===== config.mk =====
export PLATFORM = sky130hd
export DESIGN_NAME = uart_rx_param
export DESIGN_NICKNAME = d
export VERILOG_FILES = /design/src/rtl/uart_rx_param.sv
export SDC_FILE = /design/constraint.sdc
export NUM_CORES = 1
export LEC_CHECK = 0
export CAP_MARGIN = 10
export CORE_AREA = 10 10 80 82
export CTS_BUF_LIST = sky130_fd_sc_hd__clkbuf_8
export CTS_CLUSTER_SIZE = 28
export DETAILED_ROUTE_END_ITERATION = 10
export DIE_AREA = 0 0 90 92
export SETUP_SLACK_MARGIN = 0.3
export SLEW_MARGIN = 20
export SYNTH_ARGS = -nofsm -noshare
export SYNTH_HDL_FRONTEND = slang
export SYNTH_SLANG_ARGS = --single-unit

===== constraint.sdc =====
create_clock -name clk -period 2.7 [get_ports clk]
set_input_delay 0.405 -clock clk [delete_from_list [all_inputs] [get_ports clk]]
set_output_delay 0.405 -clock clk [all_outputs]
set_load 0.005 [all_outputs]

===== src/rtl/uart_rx_param.sv =====
// Parametrised UART receiver: oversampled start detection, 3-sample majority vote
// per bit, configurable data width, parity and stop bits, with framing/parity/break flags.
module uart_rx_param #(
    parameter int DATA_BITS   = 8,
    parameter int OVERSAMPLE  = 16,
    parameter int PARITY_EN   = 0,
    parameter int PARITY_ODD  = 0,
    parameter int STOP_BITS   = 1,
    parameter int SYNC_STAGES = 2
) (
    input  logic                 clk,
    input  logic                 rst,
    input  logic                 ena,
    input  logic                 bit_in,
    output logic [DATA_BITS-1:0] out,
    output logic                 valid,
    output logic                 busy,
    output logic                 frame_err,
    output logic                 parity_err,
    output logic                 break_det
);

    localparam int CW = $clog2(OVERSAMPLE);
    localparam logic [CW-1:0] S_LO   = CW'(OVERSAMPLE / 2 - 1);
    localparam logic [CW-1:0] S_MID  = CW'(OVERSAMPLE / 2);
    localparam logic [CW-1:0] S_HI   = CW'(OVERSAMPLE / 2 + 1);
    localparam logic [CW-1:0] C_LAST = CW'(OVERSAMPLE - 1);
    localparam logic [3:0] DATA_LAST = 4'(DATA_BITS - 1);
    localparam logic [3:0] STOP_LAST = 4'(STOP_BITS - 1);
    localparam logic       ODD       = 1'(PARITY_ODD);

    typedef enum logic [2:0] {
        IDLE   = 3'd0,
        START  = 3'd1,
        DATA   = 3'd2,
        PARITY = 3'd3,
        STOP   = 3'd4
    } state_t;

    logic [SYNC_STAGES-1:0] sync;
    logic                   rxs;
    state_t                 state, state_nx;
    logic [CW-1:0]          cnt, cnt_nx;
    logic [3:0]             idx, idx_nx;
    logic [DATA_BITS-1:0]   shreg, shreg_nx;
    logic [1:0]             smp, smp_nx;
    logic                   par_flag, par_nx;
    logic                   frm_flag, frm_nx;
    logic                   par_zero, pz_nx;
    logic                   vote;
    logic                   done;

    assign rxs = sync[SYNC_STAGES-1];

    // Line synchroniser; flops reset to the idle (high) level.
    always_ff @(posedge clk) begin
        if (rst) begin
            sync <= '1;
        end else begin
            sync <= {sync[SYNC_STAGES-2:0], bit_in};
        end
    end

    // Receiver state and datapath registers.
    always_ff @(posedge clk) begin
        if (rst) begin
            state    <= IDLE;
            cnt      <= '0;
            idx      <= 4'd0;
            shreg    <= '0;
            smp      <= 2'b00;
            par_flag <= 1'b0;
            frm_flag <= 1'b0;
            par_zero <= 1'b1;
        end else begin
            state    <= state_nx;
            cnt      <= cnt_nx;
            idx      <= idx_nx;
            shreg    <= shreg_nx;
            smp      <= smp_nx;
            par_flag <= par_nx;
            frm_flag <= frm_nx;
            par_zero <= pz_nx;
        end
    end

    // Next-state logic: tick counting, majority vote and per-state bit handling.
    always_comb begin
        state_nx = state;
        cnt_nx   = cnt;
        idx_nx   = idx;
        shreg_nx = shreg;
        smp_nx   = smp;
        par_nx   = par_flag;
        frm_nx   = frm_flag;
        pz_nx    = par_zero;
        done     = 1'b0;
        vote     = (smp[0] & smp[1]) | (smp[0] & rxs) | (smp[1] & rxs);
        if (!ena) begin
            state_nx = state;
        end else if (state == IDLE) begin
            if (!rxs) begin
                // This ena is count 0, so the next one is count 1.
                state_nx = START;
                cnt_nx   = CW'(1);
                idx_nx   = 4'd0;
                par_nx   = 1'b0;
                frm_nx   = 1'b0;
                pz_nx    = 1'b1;
            end else begin
                state_nx = IDLE;
            end
        end else begin
            cnt_nx    = (cnt == C_LAST) ? '0 : cnt + CW'(1);
            smp_nx[0] = (cnt == S_LO)  ? rxs : smp[0];
            smp_nx[1] = (cnt == S_MID) ? rxs : smp[1];
            if (cnt == S_HI) begin
                case (state)
                    START: begin
                        if (vote) begin
                            state_nx = IDLE;
                        end else begin
                            state_nx = DATA;
                            idx_nx   = 4'd0;
                        end
                    end
                    DATA: begin
                        for (int i = 0; i < DATA_BITS; i++) begin
                            shreg_nx[i] = (idx == 4'(i)) ? vote : shreg[i];
                        end
                        if (idx == DATA_LAST) begin
                            idx_nx   = 4'd0;
                            state_nx = (PARITY_EN != 0) ? PARITY : STOP;
                        end else begin
                            idx_nx = idx + 4'd1;
                        end
                    end
                    PARITY: begin
                        par_nx   = (vote != ((^shreg) ^ ODD));
                        pz_nx    = ~vote;
                        state_nx = STOP;
                    end
                    STOP: begin
                        frm_nx = frm_flag | ~vote;
                        // Leave at the centre of the last stop bit so the next start edge is caught.
                        if (idx == STOP_LAST) begin
                            state_nx = IDLE;
                            done     = 1'b1;
                        end else begin
                            idx_nx = idx + 4'd1;
                        end
                    end
                    default: begin
                        state_nx = IDLE;
                    end
                endcase
            end else begin
                state_nx = state;
            end
        end
    end

    // Registered outputs: word and flags load together with the valid strobe.
    always_ff @(posedge clk) begin
        if (rst) begin
            out        <= '0;
            valid      <= 1'b0;
            busy       <= 1'b0;
            frame_err  <= 1'b0;
            parity_err <= 1'b0;
            break_det  <= 1'b0;
        end else begin
            valid <= done;
            busy  <= (state_nx != IDLE);
            if (done) begin
                out        <= shreg;
                frame_err  <= frm_nx;
                parity_err <= par_flag;
                break_det  <= frm_nx & (shreg == '0) & par_zero;
            end else begin
                out        <= out;
                frame_err  <= frame_err;
                parity_err <= parity_err;
                break_det  <= break_det;
            end
        end
    end

endmodule


== Word-level counts from Yosys, hierarchy flattened ==
Index checks and enable logic that the tools add are counted.
Word-level totals
  register bits: 39
  input port bits: 4
  output and inout port bits: 13
  logic and storage cells: 111
Operators by class
  $add $sub $neg: 2
  eq/ne operators: 19
  multiplexer cells: 36
  bitwise operators: 10
  reduce and logical (&&, ||, !) cells: 21
Operators by type and width (number)
  5-bit AND reduction: 8
  4-bit two-way mux: 9
  4-bit by 3-bit equality test with 1-bit output (second input constant): 5
  1-bit two-way mux: 19
  3-bit two-way mux: 5
  4-bit equality test (second input constant): 3
  3-bit one-hot mux with 4 select lines: 1
  4-bit one-hot mux with 3 select lines: 1
  4-bit by 1-bit adder with 4-bit output (second input constant): 2
  4-bit by 2-bit equality test with 1-bit output (second input constant): 2
  8-bit zero test: 1
  8-bit XOR reduction: 1
  3-bit by 2-bit equality test with 1-bit output (second input constant): 2
  3-bit != test (second input constant): 2
  3-bit AND reduction: 2
  6-bit AND reduction: 1
  1-bit bitwise AND: 5
  4-bit by 1-bit equality test with 1-bit output (second input constant): 1
  4-bit zero test: 1
  4-bit AND reduction: 1
  2-bit nonzero test: 2
  4-bit nonzero test: 1
  3-bit by 1-bit equality test with 1-bit output (second input constant): 1
  3-bit equality test (second input constant): 1
  other kinds (8): 11

== Longest topological paths before layout ==
Gate-level depths: netlist (run 1).
  word-level depth: 11
  gate-level depth with buffers: 8

== Worst setup path after synthesis (run 1) ==
No wires, ideal clock.
  path kind: register to register
  from: register idx[0]
  to: register idx[3]
  arrival: 1.834 ns
  required time: 2.630 ns
  setup slack: 0.796 ns
  cell stages (with the launch flop): 8
  period minus slack after synthesis: 1.904 ns
  cell sequence: dfxtp_1 -> inv_1 -> ha_1 -> nor3b_1 -> a21oi_1 -> o2111ai_4 -> or4_1 -> a21oi_1
On the way
  cells in the longest elaborated chain, start to end: 5
  elaborated cells between the ends (all ways): 10
Ends and longest elaborated chain
  start, declared: RTL line 44  | logic [3:0] idx, idx_nx;
  start signal, assigned: RTL line 78  | idx <= idx_nx;
  4-bit by 1-bit adder with 4-bit output / 4-bit by 3-bit equality test with 1-bit output (equally long branches): RTL line 135, 150, 131
  4-bit two-way mux, on equally long branches: RTL line 146, 131
  4-bit one-hot mux with 3 select lines: RTL line 118  | case (state)
  4-bit two-way mux: RTL line 117  | if (cnt == S_HI) begin
  4-bit two-way mux: RTL line 101  | end else if (state == IDLE) begin
Parallel ways exist; a longest one is shown, timed or not. The select of a mux whose other input is x is not followed.
A chain may end at the register's enable or synchronous reset.

== Worst setup path in the final report (run 1) ==
Ends and elaborated chain as after synthesis.

==> results of run 1 <==
==> path summary, 6_finish.rpt <==
| kind | start | end | slack (ps) | depth (start not counted) |
|---|---|---|---|---|
| hold reg to reg | sync[0]$_SDFF_PP1_ | sync[1]$_SDFF_PP1_ | 420 | 1 |
| setup reg to reg | idx[0]$_SDFFE_PP0P_ | idx[3]$_SDFFE_PP0P_ | 590 | 7 |
| setup / recovery | idx[0]$_SDFFE_PP0P_ | idx[3]$_SDFFE_PP0P_ | 590 | 7 |
| hold / removal | sync[0]$_SDFF_PP1_ | sync[1]$_SDFF_PP1_ | 420 | 1 |
==> state kept, by name, indices dropped and copies added, names as in the netlist <==
register / cells
out: 8
shreg: 8
cnt: 4
idx: 4
state: 3
smp: 2
sync: 2
break_det: 1
busy: 1
frame_err: 1
frm_flag: 1
par_flag: 1
par_zero: 1
parity_err: 1
valid: 1
==> cell type report <==
type	instances	area (um2)
fillers	463	2570
repair buffers	20	190
well taps	70	87.6
clock inverters	3	63.8
inverters	13	48.8
clock buffers	5	68.8
flip-flops and latches	39	781
multi-input cells	159	1100
==> synth_stat cells <==
master / number
a211o_1: 1
a211oi_1: 1
a21oi_1: 9
a22oi_1: 2
a31oi_1: 2
a32oi_1: 1
a41o_1: 1
and3b_1: 2
and4_1: 1
buf_2: 3
buf_6: 2
clkbuf_1: 7
dfxtp_1: 39
ha_1: 11
inv_1: 13
maj3_2: 1
mux2i_1: 21
nand2_1: 11
nand2b_1: 4
nand3_1: 10
nand3b_1: 3
nand4b_1: 2
nor2_1: 31
nor2_8: 1
nor2b_1: 3
nor3_1: 7
nor3b_1: 3
nor4_1: 1
o2111ai_4: 1
o21a_1: 1
o21ai_0: 8
o21ai_1: 1
o31a_1: 1
o31ai_1: 2
o31ai_2: 1
o41a_1: 1
o41ai_1: 1
or2_1: 1
or2_2: 2
or3_1: 1
or3b_1: 2
or4_1: 2
xnor2_1: 5
==> worst max-delay path, delay by kind of cell (launching register included) <==
family | cells | cell delay (ps)
and+or+nand+nor | 2 | 720
buffers and inverters | 1 | 90
DFF | 1 | 410
adders and majority gates | 1 | 240
AOI/OAI and AO/OA | 3 | 580
==> kinds of logic (layout without fill, tap and decap cells) <==
kind of cell               Yosys count  count (layout)  synth area share
AOI/OAI and AO/OA                   34              34             0.121
xor gates and xnor gates             5               5            0.0219
adders and majority gates           12              12            0.0745
buffers and inverters               25              41            0.0564
DFF                                 39              39             0.391
muxes                               21              21             0.105
and+or+nand+nor                     87              87             0.230
==> routing by layer <==
metal  track usage  part of all wire
met1         0.126              0.50
met2         0.151              0.45
met3        0.0318             0.041
met4        0.0358             0.013
met5             0                 0
==> metrics by stage <==
step / cells / setup slack (ps) / hold WS [ps] / power [uW]
6_report: 309 / 593 / 415 / 1190
2_1_floorplan: 223 / 796 / 389 / 621
4_1_cts: 309 / 584 / 419 / 1210
5_1_grt: 309 / 472 / 428 / 1240
3_5_place_dp: 301 / 486 / 402 / 634
3_3_place_gp: 301 / 514 / 392 / 635
==> where the power goes <==
| group | switching, uW | leakage [uW] | internal [uW] |
|---|---|---|---|
| Sequential | 4.64 | 0.000315 | 578 |
| Combinational | 21.8 | 0.000559 | 16.1 |
| Clock | 202 | 0.0000695 | 366 |
==> metrics.csv, run 1 <==
stage,metric,value,unit
timing,rsz0062_at_grt,false,
timing,min_period,2110,ps
floorplanning,dieArea,0.00828,mm2
logic_synthesis,synth_top_area_frac,0.391,
timing,slew_viol_final,0,
logic_synthesis,yosysTopAreaCell,dfxtp_1,
logic_synthesis,synth_cell_types,43,
floorplanning,die_w,90,um
placement,routabilityCongestion,0.780,
clocking,cts.sinks,39,
floorplanning,io_pins,17,
clocking,cts_tree,built,
timing,hold_violations,0,
routing,post_drt_wl_per_cell,12.8,um
placement,place_hpwl,2920,um
timing,fin_crit_sh,0.780,
power,p_leak,0.000944,uW
logic_synthesis,ys_seq_elements,39,
routing,wirelength,3940,um
routing,via_per_inst,4.95,
floorplanning,fp.dieH,92,um
timing,fin_tns_setup,0,ps
setup_path,cp_max_fo,8,
timing,finalSetupViolations,0,
global_routing,grt_pass1_wl,6910,um
clocking,htreeDepth,2,
global_routing,grt_use_total,0.0983,
run,drv_cap,0,
clocking,clk_latency,290,ps
global_routing,grt_pass1_vias,1459,
layout,stdcell_area,0.00234,mm2
setup_path,endpoint_kind,register,
floorplanning,fp.coreArea,0.00491,mm2
worst_hold_path,hold_path_class,reg2reg,
setup_path,slowest_stage,or4_1,
layout,final_cell_mix,"dfxtp_1, nor2_1, mux2i_1",
layout,final_common_cell,dfxtp_1,
routing,ant_nets,0,
logic_synthesis,syn_avg_cell_area,8.96,um2
floorplanning,rows,26,
routing,vias,1531,
clocking,numCtsBuffers,5,
layout,layout-drive-gt1-share,0.0711,
routing,dr.first_iter.drc_count,39,
timing,max_freq,475,MHz
layout,diodes,0,
routing,dr.pass1.iters,4,
logic_synthesis,ys_seq_area_frac,0.391,
setup_path,slowest_delay,540,ps
clocking,clk_pin_slew,70,ps
timing,fin_skew,11.6,ps
power,vdd_drop_max,277,uV
timing,worstMarginPinSlew,775,ps
routing,drc,0,
clocking,clock_path_buffers,2,
power,powerDensity,507,mW/mm2
placement,postPlaceCellArea,0.00221,mm2
layout,final_nets,253,
logic_synthesis,synthesis.area,0.00200,mm2
setup_path,critical_path.startpoint_type,register,
logic_synthesis,netlist_instances,223,
setup_path,path_cells,"inv_1, ha_1, nor3b_1, a21oi_1, o2111ai_4, or4_1, a21oi_1",
layout,area_delta_synth_final,17.3,%
status,status,"finished, final reports clean",
placement,io_buffer_count,16,
clocking,post-cts-setup-buffer-count,0,
setup_path,required,2920,ps
clocking,hold_buffers,0,
layout,post-route-util,0.477,
global_routing,grt_max_degree,20,
setup_path,path_common_cell,a21oi_1,
clocking,cts_resized,0,
global_routing,antenna_found_initial,0,
timing,slew-limit-headroom,0.483,
floorplanning,start_util,0.407,
setup_path,arrival,2320,ps
global_routing,grt-ovfl-total,0,
logic_synthesis,yosysWarnings,0,
clocking,cts_root_buf,clkbuf_8,
logic_synthesis,ys_top_cells_by_area,"dfxtp_1, mux2i_1, ha_1",
logic_synthesis,synth_nets,238,
setup_path,path_class,reg2reg,
Note: power is estimated with default switching activity, not from simulation.
==> run 2: changes to the inputs <==
==> constraint.sdc (replaced) <==
create_clock -name clk -period 1.9 [get_ports clk]
set_input_delay 0.285 -clock clk [delete_from_list [all_inputs] [get_ports clk]]
set_output_delay 0.285 -clock clk [all_outputs]
set_load 0.005 [all_outputs]
==> run 2 against run 1 <==
Compared with the run above: clock power increased by 23%; register-to-register slack lost 430 ps; wire length grew 9.4%; critical path type unchanged; worst hold slack worse by 1.8 ps; fmax is 22% higher; core utilization is 6.2 points higher; combinational power grew 83%; global-route usage grew 0.70 points.
==> metrics.csv, run 2 (synthesis gave the netlist of run 1 again) <==
stage,metric,value,unit,change
layout,fillCellCount,453,,-2.2%
worst_hold_path,min_from,sync[0]$_SDFF_PP1_,,
timing,slew_viol_final,0,,unchanged
layout,final_cell_mix,"nor2_1, dfxtp_1, buf_4",,
global_routing,antenna_found_initial,0,,unchanged
floorplanning,io_pins,17,,unchanged
status,status,"finished, final reports clean",,
setup_path,arrival,1960,ps,-360 ps
routing,dr.first_iter.drc_count,30,,-23%
setup_path,critical_path.startpoint_type,register,,
timing,min_period,1730,ps,-373 ps
worst_hold_path,hold_path_class,reg2reg,,
global_routing,grt-ovfl-total,0,,unchanged
setup_path,path_cells,"inv_4, ha_4, nor3b_4, a21oi_2, o2111ai_4, or4_1, a21oi_1",,
timing,worstMarginPinSlew,420,ps,-355 ps
routing,drc,0,,unchanged
floorplanning,rows,26,,unchanged
clocking,clock_path_buffers,2,,unchanged
floorplanning,fp.coreArea,0.00491,mm2,unchanged
timing,finalSetupViolations,0,,unchanged
setup_path,r2r_start,idx[0]$_SDFFE_PP0P_,,
layout,layout-drive-gt1-share,0.280,,+0.209
layout,final_nets,275,,+8.7%
timing,fin_crit_sh,0.912,,+0.132
layout,final_common_cell,nor2_1,,
timing,max_freq,577,MHz,+22%
clocking,clk_latency,290,ps,about the same
layout,seqCellArea,808,um2,+3.5%
layout,diodes,0,,unchanged
routing,ant_nets,0,,unchanged
setup_path,cp_max_fo,8,,unchanged
layout,area_delta_synth_final,32.6,%,
timing,slew-limit-headroom,0.718,,+0.235
clocking,cts.sinks,39,,unchanged
global_routing,grt_pass1_wl,7440,um,+7.6%
clocking,cts_tree,built,,
placement,place_hpwl,3070,um,+5.2%
floorplanning,dieArea,0.00828,mm2,unchanged
setup_path,cp-startpoint,idx[0]$_SDFFE_PP0P_,,
power,p_leak,0.00107,uW,+14%
setup_path,path_class,reg2reg,,
global_routing,grt_use_total,0.105,,+0.00701
global_routing,grt_max_degree,23,,+15%
timing,timing.final.ws_setup,167,ps,-427 ps
clocking,clk_pin_slew,80,ps,about the same
timing,fin_skew,10.2,ps,-1.42 ps
placement,routabilityCongestion,0.780,,about the same
layout,post-route-util,0.539,,+0.0621
timing,hold_violations,0,,unchanged
floorplanning,die_w,90,um,unchanged
setup_path,slowest_stage,or4_1,,
placement,post-place-ws,-11.1,ps,-497 ps
setup_path,endpoint_kind,register,,
routing,vias,1632,,+6.6%
routing,dr.pass1.iters,4,,unchanged
setup_path,required,2120,ps,-800 ps
layout,stdcell_area,0.00265,mm2,+13%
global_routing,grt_pass1_vias,1596,,+9.4%
floorplanning,start_util,0.407,,unchanged
clocking,numCtsBuffers,5,,unchanged
placement,postPlaceCellArea,0.00238,mm2,+7.6%
timing,rsz0062_at_grt,true,,
floorplanning,fp.dieH,92,um,unchanged
power,powerDensity,600,mW/mm2,+18%
routing,via_per_inst,4.93,,-0.49%
layout,reg_top3,"out: 8 flops, shreg: 8 flops",,
layout,multi_input_area,0.00122,mm2,+10%
clocking,htreeDepth,2,,unchanged
placement,io_buffer_count,16,,unchanged
routing,post_drt_wl_per_cell,13.0,um,+2.1%
clocking,cts_root_buf,clkbuf_8,,
power,vdd_drop_max,309,uV,+12%
run,drv_cap,0,,unchanged
power,finalPower,1590,uW,+34%
routing,wirelength,4310,um,+9.4%
setup_path,slowest_delay,440,ps,-100 ps
clocking,hold_buffers,0,,unchanged
## run 2: cell types whose count changed in the layout (fill, tap and decap cells not counted), sizes merged
cell / delta
bufinv: -1
inv: -1
buf: +22
clkinv: +2
## run 2: cell type report
type / instances / area share
clock buffers: 5 / 0.0260
inverters: 13 / 0.0203
multi-input cells: 159 / 0.459
well taps: 70 / 0.0331
clock inverters: 3 / 0.0165
flip-flops and latches: 39 / 0.305
repair buffers: 42 / 0.140
## run 2: final timing paths
| kind | end | slack (ps) | depth (start not counted) |
|---|---|---|---|
| worst max register to register | idx[3]$_SDFFE_PP0P_ | 170 | 7 |
| worst min-delay path | sync[1]$_SDFF_PP1_ | 410 | 1 |
| worst max-delay path | idx[3]$_SDFFE_PP0P_ | 170 | 7 |
| worst min register to register | sync[1]$_SDFF_PP1_ | 410 | 1 |
## run 2: per-stage QoR
step	setup TNS, ps	hold WS (ps)	instances
finish	0	413	331
floorplan	0	369	223
global placement	0	395	314
CTS	0	418	328
global route	0	435	331
detailed placement	-11.1	399	314
## run 2: where the power goes
group | total, uW | leakage [uW] | internal (uW) | switching, uW
clock | 700 | 0.0000581 | 391 | 309
sequential | 820 | 0.000322 | 815 | 5.23
combinational | 69.2 | 0.000693 | 31.3 | 37.9
total | 1590 | 0.00107 | 1240 | 352
## run 2: metal layers
metal,part of all wire,vias to the layer above,global-route usage
li1,-,854,-
met4,0.0077,0,0.0318
met1,0.48,756,0.128
met5,0,-,0
met3,0.035,4,0.0359
met2,0.48,18,0.173
## run 2: critical path: cells and delay by family, from the launching register on
| family | cells | cell delay, ps |
|---|---|---|
| and+or+nand+nor | 2 | 590 |
| AOI/OAI and AO/OA | 3 | 500 |
| DFF | 1 | 390 |
| adders and majority gates | 1 | 150 |
| buffers and inverters | 1 | 40 |
## run 2: what timing repair did
action / in CTS / in global routing
resized for setup: 7 / 23
setup buffers: 6 / 3
endpoints found under the setup margin: 21 / 32
pin swaps: 8 / 13
==> run 3: changes to the inputs <==
--- a/config.mk
+++ b/config.mk
@@ -5,12 +5,14 @@
 export SDC_FILE = /design/constraint.sdc
 export NUM_CORES = 1
 export LEC_CHECK = 0
+export ABC_CLOCK_PERIOD_IN_PS = 1900
 export CAP_MARGIN = 10
 export CORE_AREA = 10 10 80 82
 export CTS_BUF_LIST = sky130_fd_sc_hd__clkbuf_8
 export CTS_CLUSTER_SIZE = 28
 export DETAILED_ROUTE_END_ITERATION = 10
 export DIE_AREA = 0 0 90 92
+export HOLD_SLACK_MARGIN = 0.12
 export SETUP_SLACK_MARGIN = 0.3
 export SLEW_MARGIN = 20
 export SYNTH_ARGS = -nofsm -noshare
==> results of run 3 <==
The final DEF is identical to that of run 2; final timing and power are the same.
